--- config.mk ---
export PLATFORM = sky130hd
export DESIGN_NAME = regfile_wb_arbiter
export DESIGN_NICKNAME = d
export VERILOG_FILES = /design/src/rtl/ysyx_24100012_pkg.sv /design/src/rtl/rr_arb2.sv /design/src/rtl/regfile_wb_arbiter.sv
export SDC_FILE = /design/constraint.sdc
export NUM_CORES = 1
export LEC_CHECK = 0
export CORE_MARGIN = 3
export CORE_UTILIZATION = 45
export CTS_BUF_LIST = sky130_fd_sc_hd__clkbuf_8
export CTS_CLUSTER_SIZE = 40
export DETAILED_ROUTE_END_ITERATION = 10
export PLACE_DENSITY = 0.9
export SLEW_MARGIN = 20
export SYNTH_ARGS = -nofsm -noshare
export SYNTH_HDL_FRONTEND = slang
export SYNTH_HIERARCHICAL = 1
export SYNTH_SLANG_ARGS = --single-unit
export TNS_END_PERCENT = 1
--- constraint.sdc ---
create_clock -name clk -period 5.5 [get_ports clk]
set_clock_uncertainty 0.05 [all_clocks]
set_input_delay 1.375 -clock clk [delete_from_list [all_inputs] [get_ports clk]]
set_output_delay 1.375 -clock clk [all_outputs]
set_load 0.01 [all_outputs]
--- src/rtl/ysyx_24100012_pkg.sv ---
// Shared defaults and encodings for the register-file writeback arbiter.
package ysyx_24100012_pkg;

  localparam int DATA_WIDTH_DEF = 32;
  localparam int N_REG_DEF      = 32;
  localparam int INDEX_LEN_DEF  = 5;

  // Writeback port identity; also the encoding of the round-robin history bit.
  typedef enum logic {
    PORT_A = 1'b0,
    PORT_B = 1'b1
  } wb_port_e;

endpackage

--- src/rtl/rr_arb2.sv ---
// Two-way round-robin arbiter: a lone requester always wins, a tie goes to the
// port that did not win most recently.
module rr_arb2
  import ysyx_24100012_pkg::*;
(
  input  logic     clk,
  input  logic     rst,
  input  logic     req_a,
  input  logic     req_b,
  output logic     grant_valid,
  output wb_port_e grant_port
);

  wb_port_e last_grant_q, last_grant_d;

  // Pick the winner this cycle and remember it as the new history.
  always_comb begin
    grant_valid = req_a | req_b;
    grant_port  = PORT_A;
    if (req_a && req_b) begin
      grant_port = (last_grant_q == PORT_A) ? PORT_B : PORT_A;
    end else if (req_b) begin
      grant_port = PORT_B;
    end
    last_grant_d = grant_valid ? grant_port : last_grant_q;
  end

  // History starts as "B won last" so A is favoured first after reset.
  always_ff @(posedge clk or negedge rst) begin
    if (!rst) begin
      last_grant_q <= PORT_B;
    end else begin
      last_grant_q <= last_grant_d;
    end
  end

endmodule

--- src/rtl/regfile_wb_arbiter.sv ---
// Owns the register-file write port: arbitrates ALU (A) and LSU (B) writebacks
// and keeps a per-register busy scoreboard for hazard detection.
module regfile_wb_arbiter
  import ysyx_24100012_pkg::*;
#(
  parameter int DATA_WIDTH = DATA_WIDTH_DEF,
  parameter int N_REG      = N_REG_DEF,
  parameter int INDEX_LEN  = INDEX_LEN_DEF
) (
  input  logic                  clk,
  input  logic                  rst,
  input  logic                  rsv_valid,
  input  logic [INDEX_LEN-1:0]  rsv_idx,
  output logic                  rsv_ready,
  input  logic [INDEX_LEN-1:0]  rs1_idx,
  input  logic [INDEX_LEN-1:0]  rs2_idx,
  output logic                  rs1_busy,
  output logic                  rs2_busy,
  input  logic                  a_valid,
  input  logic [INDEX_LEN-1:0]  a_idx,
  input  logic [DATA_WIDTH-1:0] a_data,
  output logic                  a_ready,
  input  logic                  b_valid,
  input  logic [INDEX_LEN-1:0]  b_idx,
  input  logic [DATA_WIDTH-1:0] b_data,
  output logic                  b_ready,
  output logic                  RegWEn,
  output logic [INDEX_LEN-1:0]  RegWriteIndex,
  output logic [DATA_WIDTH-1:0] RegWriteData,
  output logic [INDEX_LEN:0]    pending_cnt
);

  logic [N_REG-1:0]      busy_q, busy_d;
  logic [INDEX_LEN:0]    pending_cnt_q, pending_cnt_d;
  logic                  grant_valid;
  wb_port_e              grant_port;
  logic [INDEX_LEN-1:0]  wb_idx;
  logic [DATA_WIDTH-1:0] wb_data;
  logic                  rsv_set;
  logic                  wb_clear;
  logic                  wb_dec;

  // Requests are masked while in reset so no grant or ready leaks out.
  rr_arb2 u_arb (
    .clk         (clk),
    .rst         (rst),
    .req_a       (a_valid & rst),
    .req_b       (b_valid & rst),
    .grant_valid (grant_valid),
    .grant_port  (grant_port)
  );

  // Steer the granted port onto the file's write port; x0 writes are accepted but not enabled.
  always_comb begin
    wb_idx  = '0;
    wb_data = '0;
    if (grant_valid) begin
      if (grant_port == PORT_B) begin
        wb_idx  = b_idx;
        wb_data = b_data;
      end else begin
        wb_idx  = a_idx;
        wb_data = a_data;
      end
    end
    a_ready       = grant_valid && (grant_port == PORT_A);
    b_ready       = grant_valid && (grant_port == PORT_B);
    RegWEn        = grant_valid && (wb_idx != '0);
    RegWriteIndex = wb_idx;
    RegWriteData  = wb_data;
  end

  // Reservation handshake and hazard lookups read only the registered busy state.
  always_comb begin
    rsv_ready = rst && ((rsv_idx == '0) || !busy_q[rsv_idx]);
    rsv_set   = rsv_valid && rsv_ready && (rsv_idx != '0);
    wb_clear  = RegWEn;
    wb_dec    = wb_clear && busy_q[wb_idx];
    rs1_busy  = busy_q[rs1_idx];
    rs2_busy  = busy_q[rs2_idx];
  end

  // Next scoreboard: clear before set, so a fresh reservation survives a stale
  // writeback to the same (non-busy) register in the same cycle.
  always_comb begin
    busy_d = busy_q;
    if (wb_clear) begin
      busy_d[wb_idx] = 1'b0;
    end
    if (rsv_set) begin
      busy_d[rsv_idx] = 1'b1;
    end
    busy_d[0] = 1'b0;
    pending_cnt_d = pending_cnt_q;
    if (rsv_set && !wb_dec) begin
      pending_cnt_d = pending_cnt_q + {{INDEX_LEN{1'b0}}, 1'b1};
    end else if (!rsv_set && wb_dec) begin
      pending_cnt_d = pending_cnt_q - {{INDEX_LEN{1'b0}}, 1'b1};
    end
  end

  // Scoreboard registers; reset drops every outstanding reservation.
  always_ff @(posedge clk or negedge rst) begin
    if (!rst) begin
      busy_q        <= '0;
      pending_cnt_q <= '0;
    end else begin
      busy_q        <= busy_d;
      pending_cnt_q <= pending_cnt_d;
    end
  end

  assign pending_cnt = pending_cnt_q;

endmodule

# --- Word level (Yosys, flattened, before mapping) ---
# Cells that the tools add are included.
totals:
  reg_bits: 38
  in_bits: 94
  output_inout_bits: 49
op_classes:
  addsub: 2
  n_lt_le_gt_ge: 6
  mux: 23
  n_bitwise: 7
  reduce_logical: 20
op_table:
  columns: ["operator", "n"]
  rows:
  - ["$mux W32", 4]
  - ["$and A32 B32 Y32", 1]
  - ["$not A32 Y32", 1]
  - ["$or A32 B32 Y32", 1]
  - ["$lt A5 B6 Y1 const B", 4]
  - ["$bmux W1 S5", 4]
  - ["$logic_and A1 B1 Y1", 12]
  - ["$mux W6", 2]
  - ["$demux W1 S5", 2]
  - ["$ge A5 B1 Y1 const B", 2]
  - ["$mux W5", 2]
  - ["$reduce_bool A5 Y1", 2]
  - ["$mux W1", 9]
  - ["$add A6 B1 Y6 const B", 1]
  - ["$sub A6 B1 Y6 const B", 1]
  - ["$logic_not A5 Y1", 1]
  - ["$logic_not A1 Y1", 3]
  - ["$and A1 B1 Y1", 2]
  - ["$reduce_bool A2 Y1", 1]
  - ["$logic_or A1 B1 Y1", 1]
  - ["$not A1 Y1", 1]
  - ["$or A1 B1 Y1", 1]

# --- Depth between registers and ports, before layout ---
depth:
  ltp_word: 14
  mapped_depth: 20

# --- By module ---
# The synthesis kept the hierarchy.
modules_own_cells:
  columns: ["mod", "instances", "cells_each", "area_each_um2", "seq_area_each_um2"]
  rows:
  - ["regfile_wb_arbiter", 1, 362, 3490.8, 925.9]
  - ["rr_arb2", 1, 5, 48.8, 26.3]

# --- Worst setup path before layout ---
# OpenSTA, ideal clock, no wires.
synth_path:
  path_kind: "input to register"
  start: "input port a_valid"
  end: "register pending_cnt_q[5] (netlist: pending_cnt[5])"
  setup_time_ns: 0.125
  arrival_time_ns: 4.921
  required_time_ns: 5.325
  path_slack_ns: 0.403
  stages: 19
  cell_sequence: "and2_1 -> a21boi_0 -> buf_2 -> mux2_2 -> nand2_1 -> clkinv_1 -> mux4_2 -> o22ai_1 -> a211oi_1 -> nand4_1 -> ha_1 -> inv_1 -> ha_1 -> a21o_1 -> a21o_1 -> a21oi_1 -> nor3_1 -> a211o_1 -> xor2_1"
synth_between:
  elab_chain_cells: 11
synth_rtl:
  columns: ["item", "line_no", "source"]
  rows:
  - ["start, declared", "regfile_wb_arbiter.sv:19", "input logic a_valid,"]
  - ["$and A1 B1 Y1 (*)", "regfile_wb_arbiter.sv:47", ".req_a (a_valid & rst),"]
  - ["$logic_and A1 B1 Y1 (*)", "rr_arb2.sv:20", "if (req_a && req_b) begin"]
  - ["$mux W1 (*)", "rr_arb2.sv:20", null]
  - ["via grant_port", "regfile_wb_arbiter.sv:36", "wb_port_e grant_port;"]
  - ["$mux W5 (*)", "regfile_wb_arbiter.sv:58", "if (grant_port == PORT_B) begin"]
  - ["$mux W5 (*)", "regfile_wb_arbiter.sv:57", "if (grant_valid) begin"]
  - ["via RegWriteIndex[0]", "regfile_wb_arbiter.sv:28", "output logic [INDEX_LEN-1:0] RegWriteIndex,"]
  - ["$bmux W1 S5 or $reduce_bool A5 Y1 (tied branches)", "regfile_wb_arbiter.sv:78, regfile_wb_arbiter.sv:68", null]
  - ["$mux W1 (implied by the code) or $logic_and A1 B1 Y1 (tied branches)", "regfile_wb_arbiter.sv:78, regfile_wb_arbiter.sv:68", null]
  - ["$logic_and A1 B1 Y1 (*)", "regfile_wb_arbiter.sv:78", "wb_dec = wb_clear && busy_q[wb_idx];"]
  - ["$logic_not A1 Y1", "regfile_wb_arbiter.sv:95", "if (rsv_set && !wb_dec) begin"]
  - ["$logic_and A1 B1 Y1", "regfile_wb_arbiter.sv:95", null]
  - ["$mux W6 or $reduce_bool A2 Y1 (tied branches)", null, null]
  - ["end signal, assigned", "regfile_wb_arbiter.sv:109", "pending_cnt_q <= pending_cnt_d;"]
  - ["end, declared", "regfile_wb_arbiter.sv:34", "logic [INDEX_LEN:0] pending_cnt_q, pending_cnt_d;"]
# The timed path passes the listed nets; every way through them passes the cells marked *. The select of a mux whose other input is x is not followed.
# A chain may end at the register's enable or synchronous reset.

# --- Worst setup path after layout ---
layout_path:
  start: "input port rs2_idx[0]"
  end: "output port rs2_busy"
layout_between:
  elab_chain_cells: 2
layout_rtl:
  columns: ["item", "line_no", "source"]
  rows:
  - ["start, declared", "regfile_wb_arbiter.sv:16", "input logic [INDEX_LEN-1:0] rs2_idx,"]
  - ["$bmux W1 S5", "regfile_wb_arbiter.sv:80", "rs2_busy = busy_q[rs2_idx];"]
  - ["$mux W1 (implied by the code)", "regfile_wb_arbiter.sv:80", null]
  - ["end, declared", "regfile_wb_arbiter.sv:18", "output logic rs2_busy,"]
# No other way between the ends. The select of a mux whose other input is x is not followed.

==> results.sh <==
export IMPL_status="finished clean"
export IMPL_antenna_found_initial=0
export IMPL_fin_cells=615
export IMPL_path_class="input pin to primary output"
export IMPL_rsz0062_at_grt="no"
export IMPL_whs_path_depth=1
export IMPL_yosys_cell_types_count=51
export IMPL_finalWirelength_mm=13.07
export IMPL_met2WireLength_mm=6.790
export IMPL_ant_nets=0
export IMPL_die_x_um=94.69
export IMPL_rr_worst_depth=17
export IMPL_viasPerCell=5.977
export IMPL_initial_core_util_pct=47.53
export IMPL_clock_path_buffers=2
export IMPL_synth_area_leader_cell="dfrtp_1"
export IMPL_top_layer="met4"
export IMPL_finalHoldViolCount=0
export IMPL_startpoint_type="input pin"
export IMPL_worstHoldStart="pending_cnt[5]"
export IMPL_finalSetupViolations=0
export IMPL_num_rows=31
export IMPL_layout_drive_gt1_share_pct=13.76
export IMPL_routedWlPerCell_um=21.24
export IMPL_root_buffer="clkbuf_8"
export IMPL_wl_met3_mm=1.043
export IMPL_period_minus_slack_ns=5.355
export IMPL_synthMuxAreaShare_pct=32.41
export IMPL_synth_top_family_by_area="multiplexers"
export IMPL_grt_max_degree=42
export IMPL_required_ns=4.07
export IMPL_syn_to_final_growth_pct=48.50
export IMPL_core_area_um2=7447
export IMPL_grt_pass1_wl_mm=19.98
export IMPL_synthSimpleGateAreaFrac_pct=18.17
export IMPL_synth_fp_nets=467
export IMPL_r2r_slack_ns=1.57
export IMPL_synth_seq_cells=38
export IMPL_antenna_cells=0
export IMPL_synth_avg_cell_area_um2=9.645
export IMPL_port_buffers=142
export IMPL_ys_seq_area_share_pct=26.90
export IMPL_finalPower_w=0.001349
export IMPL_worst_slew_margin_rel_pct=65.99
export IMPL_cts_tree="built"
export IMPL_crit_path_end_kind="primary output"
export IMPL_ir_worst_vdd_mv=0.2732
export IMPL_synthAdderAreaFrac_pct=2.333
export IMPL_maxCapViolations=0
export IMPL_worstReg2RegStart="u_arb/last_grant_q"
export IMPL_fin_nets=615
export IMPL_synth_xor_area_share_pct=1.237
export IMPL_drc=0
export IMPL_ctsHoldBuffers=0
export IMPL_synth_edf_count=0
export IMPL_yosys_top_cells_count="o21ai_0 (67), nand2_1 (39), dfrtp_1 (37), mux2i_1 (37), nor2b_1 (35)"
export IMPL_path_max_fanout=9
export IMPL_tightest_slew_ns=0.5101
export IMPL_gp_congestion=0.9888
export IMPL_slew_viol_final=0
export IMPL_ys_top_cells_by_area="dfrtp_1 (26%), mux4_2 (13%), mux2i_1 (10%)"
export IMPL_insertion_delay_ns=0.29
export IMPL_cts_buffers=5
export IMPL_async_flop_share_pct=100.0
export IMPL_fmax_ghz=0.1868
export IMPL_p_leak_nw=2.025
export IMPL_clock_sinks=38
export IMPL_first_pass_iters=5
export IMPL_cts_setup_buffers=0
export IMPL_overflow=0
export IMPL_post_cts_resized=0
export IMPL_path_clk_slew_ns=0.08
export IMPL_synthFlopType="dfrtp_1"
export IMPL_post_synth_top_count_cell="o21ai_0"
export IMPL_drt_met1_wl_mm=4.964
export IMPL_hold_class="register to register"
export IMPL_power_density_nw_per_um2=256.7
export IMPL_syn_area_um2=3540
export IMPL_cts_max_level=2
export IMPL_synthCells=367
export IMPL_drt_iter0_drc=375
export IMPL_r2r_end="pending_cnt[5]"
export IMPL_grt_pass1_vias=3796
export IMPL_min_to="pending_cnt[5]"
export IMPL_timing_final_crit_share_pct=97.36
export IMPL_vias=3676
export IMPL_pin_count=143
export IMPL_crit_arrival_ns=3.93
export IMPL_dp_cells=607
export IMPL_dp_hpwl_mm=10.22
export IMPL_grt_usage_pct=29.16
export IMPL_dieArea_um2=8966
export IMPL_yosysTopAreaCellShare_pct=26.16
export IMPL_die_y_um=94.69
export IMPL_synth_compound_area_share_pct=15.55
export IMPL_ys_warnings_count=6
## cell families after synthesis
logic type / count (synthesis)
AOI/OAI and AO/OA: 97
xor gates and xnor gates: 5
adders and majority gates: 6
buffers and inverters: 26
DFF: 38
muxes: 77
and+or+nand+nor: 118
## per-stage QoR
| stage | utilization (%) | hold WS [ns] | TNS (ns) | setup WS (ns) | cell area, µm² |
|---|---|---|---|---|---|
| after global placement | 69.02 | 0.4226 | 0 | 0.1432 | 5140 |
| after detailed placement | 69.02 | 0.4283 | -0.06081 | -0.06081 | 5140 |
| after global routing | 70.58 | 0.4660 | 0 | 0.007499 | 5256 |
| after CTS | 70.58 | 0.4445 | 0 | 0.1192 | 5256 |
| final | 70.58 | 0.4413 | 0 | 0.1453 | 5256 |
| after floorplan | - | 0.4222 | 0 | 0.4034 | 3540 |
## layer usage
layer	track usage, %	vias up
li1	-	1678
met1	36.77	1758
met2	49.03	203
met3	7.092	37
met4	9.736	0
met5	0	-
## power by group
group / internal, W / switching, W
logic: 0.000373 / 0.000259
clock network: 0.000146 / 0.0000998
registers: 0.000352 / 0.000119
total: 0.000871 / 0.000478
## placed cells by master, fill, tap and decap left out, drive strengths merged, types with 5 or more instances in the layout
| cell | netlist | layout |
|---|---|---|
| clkdlybuf4s50 | 0 | 141 |
| o21ai | 71 | 71 |
| nand2 | 39 | 39 |
| mux2i | 37 | 37 |
| dfrtp | 37 | 37 |
| nor2b | 35 | 35 |
| mux4 | 27 | 27 |
| buf | 7 | 21 |
| mux2 | 13 | 13 |
| nand3 | 8 | 8 |
| nor2 | 7 | 7 |
| clkbuf | 14 | 6 |
| a21oi | 5 | 5 |
| ha | 5 | 5 |
## worst max-delay path by stage
stage,startpoint,to,slack [ns]
2_1_floorplan,a_valid,pending_cnt[5],0.40
6_report,rs2_idx[0],rs2_busy,0.15
3_3_place_gp,b_valid,pending_cnt[5],0.14
5_1_grt,b_valid,pending_cnt[5],0.007
4_1_cts,rs1_idx[0],rs1_busy,0.12
3_5_place_dp,b_valid,pending_cnt[5],-0.06
## state kept, by name, summed over array words and instances, names as in the netlist
| name | count |
|---|---|
| busy_q | 31 |
| pending_cnt | 6 |
| u_arb/last_grant_q | 1 |
## layout make-up
type / instances / area (µm²)
multi-input cells: 303 / 2479
well taps: 99 / 123.9
fillers: 574 / 2191
flip-flops and latches: 38 / 952.2
repair buffers: 162 / 1567
inverters: 5 / 18.77
clock inverters: 2 / 33.78
clock buffers: 6 / 82.58
## critical path, cell delays in order
cell             delay [ns]
clkdlybuf4s50_1        0.77
mux4_2                 0.57
mux4_2                 0.47
mux2_2                 0.27
clkdlybuf4s50_1        0.47
No activity file was read; power rests on OpenSTA's default activity.
